**src/rtl/regfile_pkg.sv**
```systemverilog
// Shared definitions for the parametrised register file: clear-FSM state encoding,
// default geometry and the depth helper.
package regfile_pkg;

    typedef enum logic {
        ST_CLEAR = 1'b0,
        ST_RUN   = 1'b1
    } state_t;

    localparam int DEF_DATA_W = 16;
    localparam int DEF_ADDR_W = 3;

    function automatic int depth_of(input int addr_w);
        return 1 << addr_w;
    endfunction

endpackage

```
**src/rtl/param_register_file_if.sv**
```systemverilog
// Read/write/status bundle between the decode stage (master) and the register file (slave).
interface param_register_file_if
    import regfile_pkg::*;
#(
    parameter int DATA_W = DEF_DATA_W,
    parameter int ADDR_W = DEF_ADDR_W,
    parameter int NUM_RD = 2
);
    logic [NUM_RD*ADDR_W-1:0] rd_addr;
    logic [NUM_RD*DATA_W-1:0] rd_data;
    logic                     wr_en;
    logic [ADDR_W-1:0]        wr_addr;
    logic [DATA_W-1:0]        wr_data;
    logic                     busy;
    logic                     wr_drop;

    modport master (
        output rd_addr, wr_en, wr_addr, wr_data,
        input  rd_data, busy, wr_drop
    );

    modport slave (
        input  rd_addr, wr_en, wr_addr, wr_data,
        output rd_data, busy, wr_drop
    );
endinterface

```
**src/rtl/regfile_clear_seq.sv**
```systemverilog
// Post-reset clear sequencer: sweeps every array address once with a zero write, then idles.
//   state    | meaning
//   ST_CLEAR | zeroing array[clear_idx] each cycle, busy=1
//   ST_RUN   | sweep finished, user writes allowed, busy=0
module regfile_clear_seq
    import regfile_pkg::*;
#(
    parameter int ADDR_W = DEF_ADDR_W
) (
    input  logic              clk,
    input  logic              rst,
    output logic              busy,
    output logic              clr_we,
    output logic [ADDR_W-1:0] clr_addr
);
    localparam int                DEPTH = depth_of(ADDR_W);
    localparam logic [ADDR_W-1:0] LAST  = ADDR_W'(DEPTH - 1);

    state_t            state, state_nxt;
    logic [ADDR_W-1:0] clear_idx, clear_idx_nxt;

    always_ff @(posedge clk) begin
        if (rst) begin
            state     <= ST_CLEAR;
            clear_idx <= '0;
        end else begin
            state     <= state_nxt;
            clear_idx <= clear_idx_nxt;
        end
    end

    always_comb begin
        state_nxt     = state;
        clear_idx_nxt = clear_idx;
        case (state)
            ST_CLEAR: begin
                clear_idx_nxt = clear_idx + 1'b1;
                if (clear_idx == LAST) state_nxt = ST_RUN;
            end
            ST_RUN:   state_nxt = ST_RUN;
            default:  state_nxt = ST_CLEAR;
        endcase
    end

    // The array must stay untouched on a reset edge, hence the rst qualifier.
    always_comb begin
        busy     = (state == ST_CLEAR);
        clr_we   = (state == ST_CLEAR) && !rst;
        clr_addr = clear_idx;
    end

endmodule

```
**src/rtl/param_register_file.sv**
```systemverilog
// Parametrised multi-read-port register file with hardware clear after reset.
// Define REGFILE_BYPASS_EN for write-first forwarding of same-cycle write hits.
module param_register_file
    import regfile_pkg::*;
#(
    parameter int DATA_W   = DEF_DATA_W,
    parameter int ADDR_W   = DEF_ADDR_W,
    parameter int NUM_RD   = 2,
    parameter int ZERO_REG = 1
) (
    input  logic                  clk,
    input  logic                  rst,
    param_register_file_if.slave  bus
);
    localparam int DEPTH = depth_of(ADDR_W);

    logic [DATA_W-1:0] mem [DEPTH];
    logic              busy;
    logic              clr_we;
    logic [ADDR_W-1:0] clr_addr;
    logic              zero_wr;
    logic              user_we;

    regfile_clear_seq #(.ADDR_W(ADDR_W)) u_clear_seq (
        .clk      (clk),
        .rst      (rst),
        .busy     (busy),
        .clr_we   (clr_we),
        .clr_addr (clr_addr)
    );

    assign bus.busy = busy;
    assign zero_wr  = (ZERO_REG != 0) && (bus.wr_addr == '0);
    assign user_we  = bus.wr_en && !busy && !zero_wr && !rst;

    // Clear sweep owns the write port while busy; user writes are dropped then.
    always_ff @(posedge clk) begin
        if (clr_we) begin
            mem[clr_addr] <= '0;
        end else if (user_we) begin
            mem[bus.wr_addr] <= bus.wr_data;
        end
    end

    always_ff @(posedge clk) begin
        if (rst) bus.wr_drop <= 1'b0;
        else     bus.wr_drop <= bus.wr_en && (busy || zero_wr);
    end

    for (genvar i = 0; i < NUM_RD; i++) begin : g_rd
        logic [ADDR_W-1:0] ra;
        logic              hit;
        logic [DATA_W-1:0] rd_q;

        assign ra = bus.rd_addr[i*ADDR_W +: ADDR_W];
`ifdef REGFILE_BYPASS_EN
        assign hit = user_we && (ra == bus.wr_addr);
`else
        assign hit = 1'b0;
`endif

        always_ff @(posedge clk) begin
            if (rst || busy) begin
                rd_q <= '0;
            end else if ((ZERO_REG != 0) && (ra == '0)) begin
                rd_q <= '0;
            end else if (hit) begin
                rd_q <= bus.wr_data;
            end else begin
                rd_q <= mem[ra];
            end
        end

        assign bus.rd_data[i*DATA_W +: DATA_W] = rd_q;
    end

endmodule

```
**src/flat_wrapper.sv**
```systemverilog
// flat-port wrapper written by rule: the top's interface ports become plain ports
module param_register_file_flat import regfile_pkg::*;
#(
    parameter int DATA_W   = DEF_DATA_W,
    parameter int ADDR_W   = DEF_ADDR_W,
    parameter int NUM_RD   = 2,
    parameter int ZERO_REG = 1
)
  (clk, rst, bus_rd_addr, bus_wr_en, bus_wr_addr, bus_wr_data, bus_rd_data, bus_busy, bus_wr_drop);
  param_register_file_if #(.DATA_W(DATA_W), .ADDR_W(ADDR_W), .NUM_RD(NUM_RD)) bus_i ();
  input  logic clk;
  input  logic rst;
  input wire logic [$bits(bus_i.rd_addr)-1:0] bus_rd_addr;
  input wire logic [$bits(bus_i.wr_en)-1:0] bus_wr_en;
  input wire logic [$bits(bus_i.wr_addr)-1:0] bus_wr_addr;
  input wire logic [$bits(bus_i.wr_data)-1:0] bus_wr_data;
  output wire logic [$bits(bus_i.rd_data)-1:0] bus_rd_data;
  output wire logic [$bits(bus_i.busy)-1:0] bus_busy;
  output wire logic [$bits(bus_i.wr_drop)-1:0] bus_wr_drop;
  assign bus_i.rd_addr = bus_rd_addr;
  assign bus_i.wr_en = bus_wr_en;
  assign bus_i.wr_addr = bus_wr_addr;
  assign bus_i.wr_data = bus_wr_data;
  assign bus_rd_data = bus_i.rd_data;
  assign bus_busy = bus_i.busy;
  assign bus_wr_drop = bus_i.wr_drop;
  param_register_file #(.DATA_W(DATA_W), .ADDR_W(ADDR_W), .NUM_RD(NUM_RD), .ZERO_REG(ZERO_REG)) u_core (.clk(clk), .rst(rst), .bus(bus_i));
endmodule
```
**config.mk**
```make
export PLATFORM = sky130hd
export DESIGN_NAME = param_register_file_flat
export DESIGN_NICKNAME = d
export VERILOG_FILES = /design/src/rtl/regfile_pkg.sv /design/src/rtl/param_register_file_if.sv /design/src/rtl/regfile_clear_seq.sv /design/src/rtl/param_register_file.sv /design/src/flat_wrapper.sv
export SDC_FILE = /design/constraint.sdc
export NUM_CORES = 1
export LEC_CHECK = 0
export ABC_AREA = 1
export CORE_ASPECT_RATIO = 0.9
export CORE_UTILIZATION = 47
export DETAILED_ROUTE_END_ITERATION = 12
export DONT_BUFFER_PORTS = 1
export MAX_ROUTING_LAYER = met4
export SYNTH_ARGS = -nofsm -noshare
export SYNTH_HDL_FRONTEND = slang
export SYNTH_SLANG_ARGS = --single-unit
```
**constraint.sdc**
```tcl
create_clock -name clk -period 2.32 [get_ports clk]
set_input_delay 0.232 -clock clk [delete_from_list [all_inputs] [get_ports clk]]
set_output_delay 0.232 -clock clk [all_outputs]
set_load 0.1 [all_outputs]
```
# Word level (Yosys, flattened, before mapping)
# Memory sizes are Yosys's and may differ from the RTL's. A register that Yosys moved wholly into a read port is not among the register bits.
# Cells that the tools add are included.
# Widths: inputs -> output; s select.
totals:
  ff_bits: 5
  ramBits: 128
  output_inout_bits: 34
  mem_count: 1
classes:
  n_addsub: 1
  n_eq_ne: 1
  n_mux: 10
  bitwise_logic: 1
  reduce_logical: 15
memory_table:
  columns: ["memory", "depth", "word_bits", "read_ports", "rd_ports_with_merged_regs", "write_ports", "line", "rtl"]
  rows:
  - ["u_core.mem", 8, 16, 2, 2, 1, "param_register_file.sv:17", "logic [DATA_W-1:0] mem [DEPTH];"]
op_table:
  columns: ["operator", "count"]
  rows:
  - ["$mux 16", 1]
  - ["$reduce_or 16->1", 1]
  - ["$logic_not 3->1", 3]
  - ["$mux 1", 7]
  - ["$logic_and 1x1->1", 5]
  - ["$reduce_or 2->1", 2]
  - ["$add 3x1->3 const B", 1]
  - ["$eq 3x3->1 const B", 1]
  - ["$mux 3", 1]
  - ["$logic_not 1->1", 2]
  - ["$logic_or 1x1->1", 2]
  - ["$pmux 1 s2", 1]
  - ["$not 1->1", 1]

# Longest topological paths before layout
depth:
  ltp_word: 9
  mapped_depth: 9

# Hierarchy
# Synthesis repeated with hierarchy kept, for this count alone.
unflattened:
  hier_cells: 788
  area_unflattened_um2: 7581.0
by_module_without_submodules:
  columns: ["module", "n_inst", "cells_each", "area_each_um2", "seq_area_each_um2"]
  rows:
  - ["param_register_file", 1, 763, 7404.6, 4504.3]
  - ["regfile_clear_seq", 1, 25, 176.4, 80.1]

# Least setup slack after synthesis
# OpenSTA, ideal clock, no wires.
synth_path:
  kind: "flip-flop to flip-flop"
  start: "register u_core.u_clear_seq.state"
  end: "memory u_core.mem[3][0] (netlist bit) (enable)"
  setup_ns: 0.388
  arrival_ns: 2.048
  required_time_ns: 1.932
  setup_slack_ns: -0.117
  stages_incl_launch_ff: 6
  path_buffers: 0
  synth_period_minus_slack_ns: 2.437
  path_cell_list: "dfxtp_1 -> inv_1 -> nand2_1 -> nand2_1 -> nand3_1 -> nor2_1"
synth_between:
  word_cells_on_any_way: 13
  classes_between: "mux (7); bitwise (1); reduce/logical (5)"
synth_rtl:
  columns: ["element", "line", "rtl"]
  rows:
  - ["from (decl)", "regfile_clear_seq.sv:19", "state_t state, state_nxt;"]
  - ["from (signal assigned)", "regfile_clear_seq.sv:27", "state <= state_nxt;"]
  - ["$not 1->1 (*)", null, null]
  - ["named net bus_busy", "flat_wrapper.sv:18", "output wire logic [$bits(bus_i.busy)-1:0] bus_busy;"]
  - ["$logic_and 1x1->1 (*)", "regfile_clear_seq.sv:48", "clr_we = (state == ST_CLEAR) && !rst;"]
  - ["$mux 1", "param_register_file.sv:38", "if (clr_we) begin"]
  - ["$mux 1 (implied by the code)", "param_register_file.sv:41", "mem[bus.wr_addr] <= bus.wr_data;"]
  - ["$reduce_or 16->1 (no line)", null, null]
  - ["$mux 3 (no line) or $mux 1 (tied branches)", null, null]
  - ["to (decl)", "param_register_file.sv:17", null]
# Mark *: on every way through the listed nets, which the timed path passes. The rest lies on a longest branch.

# Worst setup path in the final report
layout_path:
  start: "input port rst"
  end: "memory u_core.mem[6][4] (netlist bit) (enable)"
layout_between:
  elab_chain_len: 7
  word_cells_on_any_way: 11
  classes_between: "mux (7); reduce/logical (4)"
layout_lines:
  columns: ["element", "line", "rtl"]
  rows:
  - ["from (decl)", "flat_wrapper.sv:12", "input logic rst;"]
  - ["$logic_not 1->1 (*)", "regfile_clear_seq.sv:48, param_register_file.sv:34", null]
  - ["$logic_and 1x1->1", "param_register_file.sv:34", "assign user_we = bus.wr_en && !busy && !zero_wr && !rst;"]
  - ["$mux 1", "param_register_file.sv:40", "end else if (user_we) begin"]
  - ["$mux 1", "param_register_file.sv:38", null]
  - ["$mux 1 (implied by the code)", "param_register_file.sv:41", null]
  - ["$reduce_or 16->1 (no line)", null, null]
  - ["$mux 3 (no line) or $mux 1 (tied branches)", null, null]
# Every way passes the cells marked *; elsewhere a longest branch is shown, timed or not.

==> key figures <==
Run status
  • Status: finished with violations
  • Failing checks: design-rule violations

Die
  • Die H: 125 µm
  • Cell Rows: between 40 and 50
  • Die Span X: 138 µm
  • IO Count: 62
  • Core Area: 0.0162 mm²
  • Starting density of the core: 48.4%
  • Full die area: 0.0173 mm²

Power and ir drop
  • Pleak: 3.84 nW
  • Comb pwr share: slightly above 6%
  • PD cells: 725 mW/mm²
  • NetSw: 1.38 mW
  • Sw Ratio: ~22%
  • Worst VDD drop: 0.000546 V
  • Cell-internal power: 5.02 mW
  • Clock share of power: a little over two fifths
  • Sequential share of power: roughly half
  • Total power: 6.40 mW

Cells and area
  • Final net count: 938
  • Final core utilization: between 50% and 60%
  • Synth-to-layout area growth: 12.4%
  • Fillers: 1417
  • Ant. Diodes: 0
  • Sequential Area: 0.00458 mm²
  • Fraction of layout cells with a size suffix above 1: 9.78%
  • Multi-input gate area: 0.00254 mm²

Clock tree
  • CTS tree: built
  • Root buffer cell: clkbuf_16
  • Total CTS buffers: 17
  • Post-CTS sizing: 0
  • Htree depth: 4
  • Clock Pin Slew Worst Setup and Hold Paths: around 0.06 ns
  • Hold-fix buffers at CTS: 6
  • Clock sinks: between 150 and 200
  • Clk_lat worst skew: 0.42 ns
  • Post-CTS setup buffer count: 0
  • Clk buf depth: 2

Timing
  • Worst slew pin tran: 1.01 ns
  • Setup violations, final: 0
  • Fin. max-slew vios: 0
  • Crit path time final: 1.99 ns
  • Unrepaired setup endpoints after global routing: no
  • Final period utilization: 85.8%
  • Layout Skew: roughly 0.0055 ns
  • Achievable frequency: 502 MHz
  • Endpoints failing hold: 0
  • Worst slew margin: 32.7%

Yosys
  • Synth top area cells: edfxtp_1 49%, nand2_1 12%, dfxtp_1 9.4%, nand3_1 6.7%, inv_1 5.8%
  • Avg Inst Size Synth: 8.84 µm²
  • Yosys reg bits: 165
  • Yosys cell types: 23
  • Gate Count Post-Synth: 889
  • Syn nets: 919
  • Mapped cell area: a little under 0.008 mm²
  • Seq/Total Area, Yosys: 58.3%
  • Yosys top cell by area: edfxtp_1
  • Synth warn: 0
  • Share of the synthesized area in the top cell type: 48.9%

Detailed routing
  • Post-DR wirelength/cell: 18.8 µm
  • Total iterations of the first detailed-routing run: 9
  • Via count: around 6200
  • Vias per cell: 5.54
  • Antenna Nets Post-Route: 0
  • Post-Route WL: 21200 µm
  • DRC errors left: 12
  • Drt initial violations: 747

Run
  • Max-cap violation count: 0

Placement
  • Detailed Place HPWL: 12600 µm
  • Port Buf Inserts: 0
  • RD Place Congestion: 0.866

Global route
  • Grt total ovfl: 0
  • Largest net degree at the start of global routing: 99
  • Initial antenna violation count: 0
  • First-pass GRT wire length: 33800 µm
  • Total global-route track usage: 26.8%
  • Number of global-route vias before repair: around 6000

Critical path
  • RR Startpoint: u_core.u_clear_seq.state
  • R2R cell count: 7
  • Worst path arrival time: 2.09 ns
  • Critical Path Start Type: primary input
  • Worst setup path endpoint: u_core.mem[6][4]
  • R2R setup slack: between 0.3 and 0.4 ns
  • Critical path peak fanout: 16
  • Largest stage delay, worst path: 0.57 ns
  • CP cell instances: dlygate4sd3_1 -> inv_2 -> nand2_4 -> nor2_8 -> nand2_4 -> nand2_1 -> nand3_1 -> nor2_1 -> buf_4
  • CP Class: in2reg
  • CP most frequent cell: nand2_4
  • Required time of the critical path: 2.42 ns
  • Slowest cell on crit path: dlygate4sd3_1
  • Worst Setup End Kind: flip-flop
  • Reg2reg end: u_core.mem[6][4]
  • Worst Setup SP: rst

Min path
  • WHS Path Cells: 3
  • Worst min path class: in2reg
  • Hold Crit Start: bus_rd_addr[2]
final cells by class:
cell class / count / area share [%]
clock buffers: 20 / 4.94
well taps: 207 / 2.93
multi-input cells: 547 / 28.8
repair buffers: 52 / 4.59
inverters: 125 / 5.31
clock inverters: 11 / 1.53
flip-flops and latches: 165 / 51.9
kinds of logic after synthesis:
| group | synth area share, % |
|---|---|
| adders and majority gates | 0.318 |
| AOI/OAI and AO/OA | 7.89 |
| buffers and inverters | 9.33 |
| DFF | 58.3 |
| and+or+nand+nor | 24.2 |
how the worst min path moves through the flow:
stage / to
global placement: u_core.bus.wr_drop
detailed placement: u_core.bus.wr_drop
finish: u_core.g_rd[0].rd_q[15]
CTS: u_core.g_rd[1].rd_q[6]
floorplan: u_core.bus.wr_drop
global route: u_core.g_rd[1].rd_q[8]
cell usage after synthesis:
cell and n:
nand2_1 243, nand2_2 1, o211ai_1 32, o21ai_0 35, nor2_1 80, nand3_1 105
edfxtp_1 128, buf_6 1, a21oi_4 2, a211oi_1 1, inv_1 122, ha_1 2
inv_2 3, nor2_4 10, nand2_4 2, clkbuf_1 18, nor2_8 1, buf_4 4
buf_12 1, buf_1 4, dfxtp_1 37, a21oi_1 33, buf_2 24
sequential cells by signal, summed over array words and instances (netlist names):
register                     cells
u_core.bus.wr_drop               1
u_core.u_clear_seq.state         1
u_core.g_rd.rd_q                32
u_core.u_clear_seq.clr_addr      3
u_core.mem                     128
placed cells by master, fill, tap and decap left out, types with 2 or more instances in the layout:
cell and count:
a21oi_1 33, a21oi_4 2, buf_4 46, bufinv_16 3
clkbuf_1 3, clkbuf_16 17, clkinv_1 3, clkinv_2 2
clkinvlp_4 2, dfxtp_1 37, dlygate4sd3_1 6, edfxtp_1 128
ha_1 2, inv_1 122, inv_2 3, nand2_1 243
nand2_4 2, nand3_1 105, nor2_1 80, nor2_4 10
o211ai_1 32, o21ai_0 35
routing by layer:
layer	routed length (µm)	global-route usage, %	share of wire, %
met1	9240	36.6	44
met2	9580	39.5	45
met3	2010	5.65	9.5
met4	393	9.58	1.9
met5	0	-	0
through the flow:
step | instance area, µm² | setup TNS (ns) | instances | setup WS [ns] | hold slack [ns]
final | 8830 | 0 | 1127 | 0.329 | 0.0222
after global routing | 8830 | 0 | 1127 | 0.202 | 0.0177
after CTS | 8830 | 0 | 1127 | 0.388 | 0.00315
after detailed placement | 8200 | 0 | 1090 | 0.415 | 0.321
after global placement | 8200 | 0 | 1090 | 0.506 | 0.321
after floorplan | 7860 | -14.92 | 889 | -0.117 | 0.305
power groups by stage:
stage | logic, mW | registers (mW) | clock network [mW]
6_report | 0.390 | 3.24 | 2.77
5_1_grt | 0.435 | 3.25 | 2.92
4_1_cts | 0.389 | 3.24 | 2.80
3_5_place_dp | 0.363 | 3.30 | 0
3_3_place_gp | 0.356 | 3.30 | 0
2_1_floorplan | 0.333 | 3.31 | 0
critical path, delay by kind of cell:
family	cells	cell delay, ns
and+or+nand+nor	6	0.84
buffers and inverters	3	1.00
No activity file was read; power rests on OpenSTA's default activity.
